[src/rtl/pipeline_exmem_if.sv]
// ----------------------------------------------------------------------------
// pipeline_exmem_if
// Data-memory request/response bundle between the EX/MEM latch and the cache.
//   dREN, dWEN  : read / write request strobes (master -> slave)
//   dmemaddr    : access address               (master -> slave)
//   dmemstore   : store data                   (master -> slave)
//   dhit        : access completes this cycle  (slave -> master)
//   dmemload    : read data                    (slave -> master)
// ----------------------------------------------------------------------------
interface pipeline_exmem_if #(
    parameter int unsigned WORD_W = 32
);
    logic              dREN;
    logic              dWEN;
    logic [WORD_W-1:0] dmemaddr;
    logic [WORD_W-1:0] dmemstore;
    logic              dhit;
    logic [WORD_W-1:0] dmemload;

    modport master (
        output dREN,
        output dWEN,
        output dmemaddr,
        output dmemstore,
        input  dhit,
        input  dmemload
    );

    modport slave (
        input  dREN,
        input  dWEN,
        input  dmemaddr,
        input  dmemstore,
        output dhit,
        output dmemload
    );
endinterface

[src/rtl/pipeline_exmem.sv]
// ----------------------------------------------------------------------------
// pipeline_exmem
// EX/MEM pipeline latch for the five-stage MIPS datapath. Latches EX results
// and control, runs the data-memory handshake (holds the request until dhit,
// freezing upstream meanwhile) and captures load data for MEM/WB.
//   CLK, nRST       : clock, asynchronous active-low reset
//   sRST, en        : synchronous flush, latch enable from hazard unit
//   wsel..extimm    : EX-stage control and data to latch
//   dmem (master)   : cache request/response bundle
//   *_l             : latched fields, dmemload_l = captured load data
//   mem_stall       : upstream freeze while a memory access is outstanding
//   halt            : sticky halt, set once any pending store has drained
//   stall_cnt       : saturating count of cycles mem_stall was high
// ----------------------------------------------------------------------------
module pipeline_exmem #(
    parameter int unsigned WORD_W = 32,
    parameter int unsigned REG_W  = 5,
    parameter int unsigned CNT_W  = 16
) (
    input  logic              CLK,
    input  logic              nRST,
    input  logic              sRST,
    input  logic              en,
    input  logic [REG_W-1:0]  wsel,
    input  logic              regen,
    input  logic [1:0]        regsrc,
    input  logic              hlt,
    input  logic              dmemREN,
    input  logic              dmemWEN,
    input  logic [WORD_W-1:0] aluout,
    input  logic [WORD_W-1:0] rdat2,
    input  logic [WORD_W-1:0] rtnaddr,
    input  logic [WORD_W-1:0] extimm,
    pipeline_exmem_if.master  dmem,
    output logic [REG_W-1:0]  wsel_l,
    output logic              regen_l,
    output logic [1:0]        regsrc_l,
    output logic              hlt_l,
    output logic [WORD_W-1:0] aluout_l,
    output logic [WORD_W-1:0] rtnaddr_l,
    output logic [WORD_W-1:0] extimm_l,
    output logic [WORD_W-1:0] dmemload_l,
    output logic              mem_stall,
    output logic              halt,
    output logic [CNT_W-1:0]  stall_cnt
);

    typedef enum logic [1:0] {StIdle, StBusy, StDone} state_e;

    state_e            state;
    logic              ren_l;
    logic              wen_l;
    logic [WORD_W-1:0] rdat2_l;

    logic busy;
    logic is_load;
    logic accept;
    logic load_hit;

    always_comb begin
        busy      = (state == StBusy);
        // A store wins if both strobes were latched.
        is_load   = ren_l && !wen_l;
        mem_stall = busy && !dmem.dhit;
        accept    = en && !mem_stall;
        load_hit  = busy && dmem.dhit && is_load;

        dmem.dREN      = busy && is_load && !halt;
        dmem.dWEN      = busy && wen_l && !halt;
        dmem.dmemaddr  = aluout_l;
        dmem.dmemstore = rdat2_l;
    end

    always_ff @(posedge CLK or negedge nRST) begin
        if (!nRST) begin
            state      <= StIdle;
            wsel_l     <= '0;
            regen_l    <= 1'b0;
            regsrc_l   <= '0;
            hlt_l      <= 1'b0;
            ren_l      <= 1'b0;
            wen_l      <= 1'b0;
            aluout_l   <= '0;
            rdat2_l    <= '0;
            rtnaddr_l  <= '0;
            extimm_l   <= '0;
            dmemload_l <= '0;
            halt       <= 1'b0;
            stall_cnt  <= '0;
        end else begin
            // Counter and halt are independent of flush/accept.
            if (mem_stall && (stall_cnt != {CNT_W{1'b1}})) begin
                stall_cnt <= stall_cnt + 1'b1;
            end
            if (hlt_l && !busy) begin
                halt <= 1'b1;
            end

            if (sRST) begin
                state      <= StIdle;
                wsel_l     <= '0;
                regen_l    <= 1'b0;
                regsrc_l   <= '0;
                hlt_l      <= 1'b0;
                ren_l      <= 1'b0;
                wen_l      <= 1'b0;
                aluout_l   <= '0;
                rdat2_l    <= '0;
                rtnaddr_l  <= '0;
                extimm_l   <= '0;
                dmemload_l <= '0;
            end else if (accept) begin
                wsel_l     <= wsel;
                regen_l    <= regen;
                regsrc_l   <= regsrc;
                hlt_l      <= hlt;
                ren_l      <= dmemREN;
                wen_l      <= dmemWEN;
                aluout_l   <= aluout;
                rdat2_l    <= rdat2;
                rtnaddr_l  <= rtnaddr;
                extimm_l   <= extimm;
                // A load finishing on the same edge as the accept keeps its data.
                dmemload_l <= load_hit ? dmem.dmemload : '0;
                state      <= (dmemREN || dmemWEN) ? StBusy : StIdle;
            end else if (busy && dmem.dhit) begin
                if (is_load) begin
                    dmemload_l <= dmem.dmemload;
                end
                state <= StDone;
            end
        end
    end

endmodule

[src/flat_wrapper.sv]
// flat-port wrapper written by rule: the top's interface ports become plain ports
module pipeline_exmem_flat 
#(
    parameter int unsigned WORD_W = 32,
    parameter int unsigned REG_W  = 5,
    parameter int unsigned CNT_W  = 16
)
  (CLK, nRST, sRST, en, wsel, regen, regsrc, hlt, dmemREN, dmemWEN, aluout, rdat2, rtnaddr, extimm, wsel_l, regen_l, regsrc_l, hlt_l, aluout_l, rtnaddr_l, extimm_l, dmemload_l, mem_stall, halt, stall_cnt, dmem_dREN, dmem_dWEN, dmem_dmemaddr, dmem_dmemstore, dmem_dhit, dmem_dmemload);
  pipeline_exmem_if #(.WORD_W(WORD_W)) dmem_i ();
  input  logic CLK;
  input  logic nRST;
  input  logic sRST;
  input  logic en;
  input  logic [REG_W-1:0] wsel;
  input  logic regen;
  input  logic [1:0] regsrc;
  input  logic hlt;
  input  logic dmemREN;
  input  logic dmemWEN;
  input  logic [WORD_W-1:0] aluout;
  input  logic [WORD_W-1:0] rdat2;
  input  logic [WORD_W-1:0] rtnaddr;
  input  logic [WORD_W-1:0] extimm;
  output logic [REG_W-1:0] wsel_l;
  output logic regen_l;
  output logic [1:0] regsrc_l;
  output logic hlt_l;
  output logic [WORD_W-1:0] aluout_l;
  output logic [WORD_W-1:0] rtnaddr_l;
  output logic [WORD_W-1:0] extimm_l;
  output logic [WORD_W-1:0] dmemload_l;
  output logic mem_stall;
  output logic halt;
  output logic [CNT_W-1:0] stall_cnt;
  output wire logic [$bits(dmem_i.dREN)-1:0] dmem_dREN;
  output wire logic [$bits(dmem_i.dWEN)-1:0] dmem_dWEN;
  output wire logic [$bits(dmem_i.dmemaddr)-1:0] dmem_dmemaddr;
  output wire logic [$bits(dmem_i.dmemstore)-1:0] dmem_dmemstore;
  input wire logic [$bits(dmem_i.dhit)-1:0] dmem_dhit;
  input wire logic [$bits(dmem_i.dmemload)-1:0] dmem_dmemload;
  assign dmem_dREN = dmem_i.dREN;
  assign dmem_dWEN = dmem_i.dWEN;
  assign dmem_dmemaddr = dmem_i.dmemaddr;
  assign dmem_dmemstore = dmem_i.dmemstore;
  assign dmem_i.dhit = dmem_dhit;
  assign dmem_i.dmemload = dmem_dmemload;
  pipeline_exmem #(.WORD_W(WORD_W), .REG_W(REG_W), .CNT_W(CNT_W)) u_core (.CLK(CLK), .nRST(nRST), .sRST(sRST), .en(en), .wsel(wsel), .regen(regen), .regsrc(regsrc), .hlt(hlt), .dmemREN(dmemREN), .dmemWEN(dmemWEN), .aluout(aluout), .rdat2(rdat2), .rtnaddr(rtnaddr), .extimm(extimm), .dmem(dmem_i), .wsel_l(wsel_l), .regen_l(regen_l), .regsrc_l(regsrc_l), .hlt_l(hlt_l), .aluout_l(aluout_l), .rtnaddr_l(rtnaddr_l), .extimm_l(extimm_l), .dmemload_l(dmemload_l), .mem_stall(mem_stall), .halt(halt), .stall_cnt(stall_cnt));
endmodule
[config.mk]
export PLATFORM = sky130hd
export DESIGN_NAME = pipeline_exmem_flat
export DESIGN_NICKNAME = d
export VERILOG_FILES = /design/src/rtl/pipeline_exmem_if.sv /design/src/rtl/pipeline_exmem.sv /design/src/flat_wrapper.sv
export SDC_FILE = /design/constraint.sdc
export NUM_CORES = 1
export LEC_CHECK = 0
export BUFFER_PORTS_ARGS = -buffer_cell sky130_fd_sc_hd__buf_2
export CAP_MARGIN = 20
export CORE_AREA = 2 2 145 175
export CTS_BUF_LIST = sky130_fd_sc_hd__clkbuf_16
export DETAILED_ROUTE_END_ITERATION = 6
export DIE_AREA = 0 0 147 177
export GPL_TIMING_DRIVEN = 0
export SLEW_MARGIN = 10
export SYNTH_ARGS = -nofsm -noshare
export SYNTH_HDL_FRONTEND = slang
export SYNTH_SLANG_ARGS = --single-unit
[constraint.sdc]
create_clock -name CLK -period 1.8 [get_ports CLK]
set_input_delay 0.18 -clock CLK [delete_from_list [all_inputs] [get_ports CLK]]
set_output_delay 0.18 -clock CLK [all_outputs]
set_load 0.03 [all_outputs]
==> flow_summary_export.csv <==
group,metric,value,unit
synthesis,async_flop_share,100,%
critical_path,slowest_delay,0.43,ns
power_and_ir_drop,p_per_area,842,nW/um^2
grt,use_met3,4.20,%
status,violations,"setup timing",
synthesis,avgSynthCellArea,14.3,sq um
die,pin_count,397,
cts,insertion_delay,0.43,ns
detailed_routing,drt_iter0_drc,288,
grt,met2_usage,32.1,%
detailed_routing,drt_wl_total,26300,microns
status,status,"finished, violations left",
cts,cts_inserted_buffers,17,
die,die_h,177,microns
grt,grt_max_degree,98,
hold_path,worst_hold_path.endpoint,"u_core.extimm_l[27]$_DFFE_PN0P_",
die,num_rows,63,
timing,setup_viol,175,
cells_and_area,syn_to_final_growth,81.9,%
synthesis,synth_area,7160,sq um
timing,drv_slew,0,
synthesis,synth_nets,678,
critical_path,worstPathRequired,2.11,ns
critical_path,worst_r2r_endpoint,"u_core.stall_cnt[15]$_DFFE_PN0P_",
critical_path,crit_cells,5,
cells_and_area,diodes,0,
cts,clockBufferDepth,2,
die,start_util,29.3,%
critical_path,critical_path_buf_inv_count,1,
timing,maxSlewHeadroom,52.2,%
cells_and_area,num-fill-cells,2057,
timing,rsz0062_at_grt,"true",
cts,clock_sinks,190,
timing,hold_viol,0,
hold_path,hold_path_depth,2,
timing,post-route-period-util,108,%
flow_run,maxCapViolations,0,
synthesis,synth_edf_count,0,
critical_path,crit_arrival,2.25,ns
synthesis,synth_cells,501,
placement,gp_congestion,0.808,
timing,fmax,517,MHz
timing,tightest_slew,0.717,ns
critical_path,reg2reg_from,"u_core.state[1]$_DFFE_PN0P_",
detailed_routing,vias,6790,
detailed_routing,ant_nets,0,
power_and_ir_drop,p_leak,7.00,nW
critical_path,worst_path_max_delay_cell,"or4_4",
critical_path,worstRegToRegCells,5,
critical_path,crit_fanout,4,
grt,first_global_vias,6911,
cells_and_area,drive_gt1_share,49.1,%
critical_path,crit_chain,"or3b_1 -> buf_6 -> or3_4 -> or4_4 -> xnor2_2",
synthesis,ys_warn_count,0,
die,die_area,26000,sq um
timing,finalCriticalPeriod,1.94,ns
cts,root_buffer,"clkbuf_16",
synthesis,synth.ff_latch_count,190,
synthesis,synth_cell_type_count,38,
placement,hpwl,16600,microns
placement,place_ws,-0.820,ns
synthesis,synth_ff_type,"dfrtp_1",
detailed_routing,dr.pass1.iters,4,
critical_path,critical_path_class,"flop to flop",
power_and_ir_drop,irDropWorstVdd,0.000554,V
critical_path,start_kind,"flop",
grt,grt_antenna_before_repair,0,
cts,path_clk_slew,0.08,ns
grt,grt.overflow.total,0,
detailed_routing,remaining_drc_errors,0,
detailed_routing,vias_per_cell,4.65,
cts,cts-htree-levels,4,
cts,cts_tree,"built",
cells_and_area,final_net_count,1299,
detailed_routing,route.detailed.wl_per_inst,18.0,microns
synthesis,ys_seq_area_share,66.4,%
power_and_ir_drop,totalPowerFinal,11.0,mW
die,core-area,24400,sq um
critical_path,critical_path.top_delay_family,"simple AND/OR/NAND/NOR gates",
grt,track_usage,18.4,%
hold_path,worstHoldStart,"extimm[27]",
timing,fin_ws,-0.135,ns
critical_path,r2r_slack,-0.14,ns
timing,fin_skew,0.0151,ns
hold_path,holdCritPathClass,"input port to flop",
die,die_w,147,microns
grt,top_usage_layer,"met2",
grt,grt_util_met1,22.3,%
placement,io_buffers,396,
grt,grt_pass1_wl,37600,microns
critical_path,critical_path.startpoint,"u_core.state[1]$_DFFE_PN0P_",
critical_path,end_kind,"flop",
## routing by layer
metal / share of wire, % / routed length (microns)
met5: 0 / 0
met4: 3.1 / 826
met3: 5.3 / 1380
met2: 52 / 13700
met1: 40 / 10400
## what timing repair did
item,4_1_cts,5_1_grt
pin swaps,5,50
gates resized for setup,81,67
hold buffers,171,0
hold endpoints to repair,263,0
buffers inserted,7,11
gates cloned,1,17
setup endpoints to repair,179,179
## synth_stat cells, drive strengths merged, types with 2 or more instances
cell    instances  area [sq um]
dfrtp         190          4750
a22o          171          1500
buf            57           372
clkbuf         12          45.0
xor2            9          78.8
nor3            8          40.0
nand2           7          26.3
a21oi           5          28.8
nand3           4          20.0
nor2            4          15.0
mux2            3          33.8
nand4           3          18.8
nor3b           3          22.5
a31oi           2          12.5
nor4b           2          17.5
or2             2          12.5
xnor2           2          25.0
## cell families after synthesis
kind of cell	share of synthesized area (%)
AND/OR/NAND/NOR	3.58
adder cells (fa/ha/maj)	0.175
buffers and inverters	5.87
multiplexers	0.612
flip-flops	66.4
XOR/XNOR	1.45
AO/OA/AOI/OAI	21.9
## power by group
part / internal (mW) / switching (mW)
Clock: 2.02 / 1.89
Combinational: 1.07 / 1.26
Sequential: 4.51 / 0.208
Total: 7.60 / 3.36
## sequential cells by signal, summed over array words and instances (netlist names)
| name | count |
|---|---|
| u_core.aluout_l | 32 |
| u_core.dmem.dmemstore | 32 |
| u_core.dmemload_l | 32 |
| u_core.extimm_l | 32 |
| u_core.halt | 1 |
| u_core.hlt_l | 1 |
| u_core.regen_l | 1 |
| u_core.regsrc_l | 2 |
| u_core.ren_l | 1 |
| u_core.rtnaddr_l | 32 |
| u_core.stall_cnt | 16 |
| u_core.state | 2 |
| u_core.wen_l | 1 |
| u_core.wsel_l | 5 |
## worst max path at each step
| stage | to | slack, ns |
|---|---|---|
| floorplan | u_core.stall_cnt[15]$_DFFE_PN0P_ | -0.17 |
| global placement | u_core.stall_cnt[0]$_DFFE_PN0P_ | -2.88 |
| detailed placement | u_core.aluout_l[8]$_DFFE_PN0P_ | -0.82 |
| CTS | u_core.stall_cnt[15]$_DFFE_PN0P_ | -0.15 |
| global route | u_core.stall_cnt[15]$_DFFE_PN0P_ | -0.18 |
| finish | u_core.stall_cnt[15]$_DFFE_PN0P_ | -0.14 |
## through the flow
| step | util, % | hold slack, ns | std cells | setup TNS [ns] | instance area (sq um) |
|---|---|---|---|---|---|
| global placement | 39.1 | 0.397 | 1222 | -588.64 | 9560 |
| detailed placement | 39.3 | 0.246 | 1223 | -106.98 | 9600 |
| global route | 53.3 | 0.0182 | 1460 | -20.80 | 13000 |
| CTS | 50.2 | 0.0111 | 1434 | -0.796 | 12300 |
| floorplan | - | -0.116 | 501 | -9.63 | 7170 |
| finish | 53.3 | 0.0317 | 1460 | -11.16 | 13000 |
## cell type report
| class | count | area, sq um | share of cell area, % |
|---|---|---|---|
| Buffer | 69 | 761 | 5.84 |
| Clock buffer | 17 | 425 | 3.27 |
| Clock inverter | 15 | 191 | 1.47 |
| Inverter | 1 | 6.26 | 0.0480 |
| Multi-Input combinational cell | 241 | 2120 | 16.3 |
| Sequential cell | 190 | 4760 | 36.5 |
| Tap cell | 325 | 407 | 3.12 |
| Timing Repair Buffer | 602 | 4360 | 33.5 |
## layout by cell type, fill, tap and decap left out, types with 2 or more instances in the layout
cell type / netlist / layout
a21oi_1: 4 / 4
a22o_1: 171 / 171
a31oi_1: 2 / 2
buf_12: 0 / 12
buf_16: 0 / 2
buf_2: 24 / 393
buf_4: 32 / 43
buf_6: 1 / 9
buf_8: 0 / 17
clkbuf_16: 0 / 34
clkbuf_2: 0 / 4
clkbuf_4: 0 / 3
clkinv_8: 0 / 4
dfrtp_1: 190 / 189
dlygate4sd3_1: 0 / 171
inv_6: 0 / 4
inv_8: 0 / 4
mux2_2: 3 / 3
nand2_1: 7 / 7
nand3_1: 4 / 4
nand4_1: 3 / 3
nor2_1: 4 / 3
nor3_1: 8 / 4
nor3_4: 0 / 3
nor3b_2: 0 / 2
nor4b_4: 0 / 2
xor2_1: 9 / 9
Power figures use the tool's default switching activity.
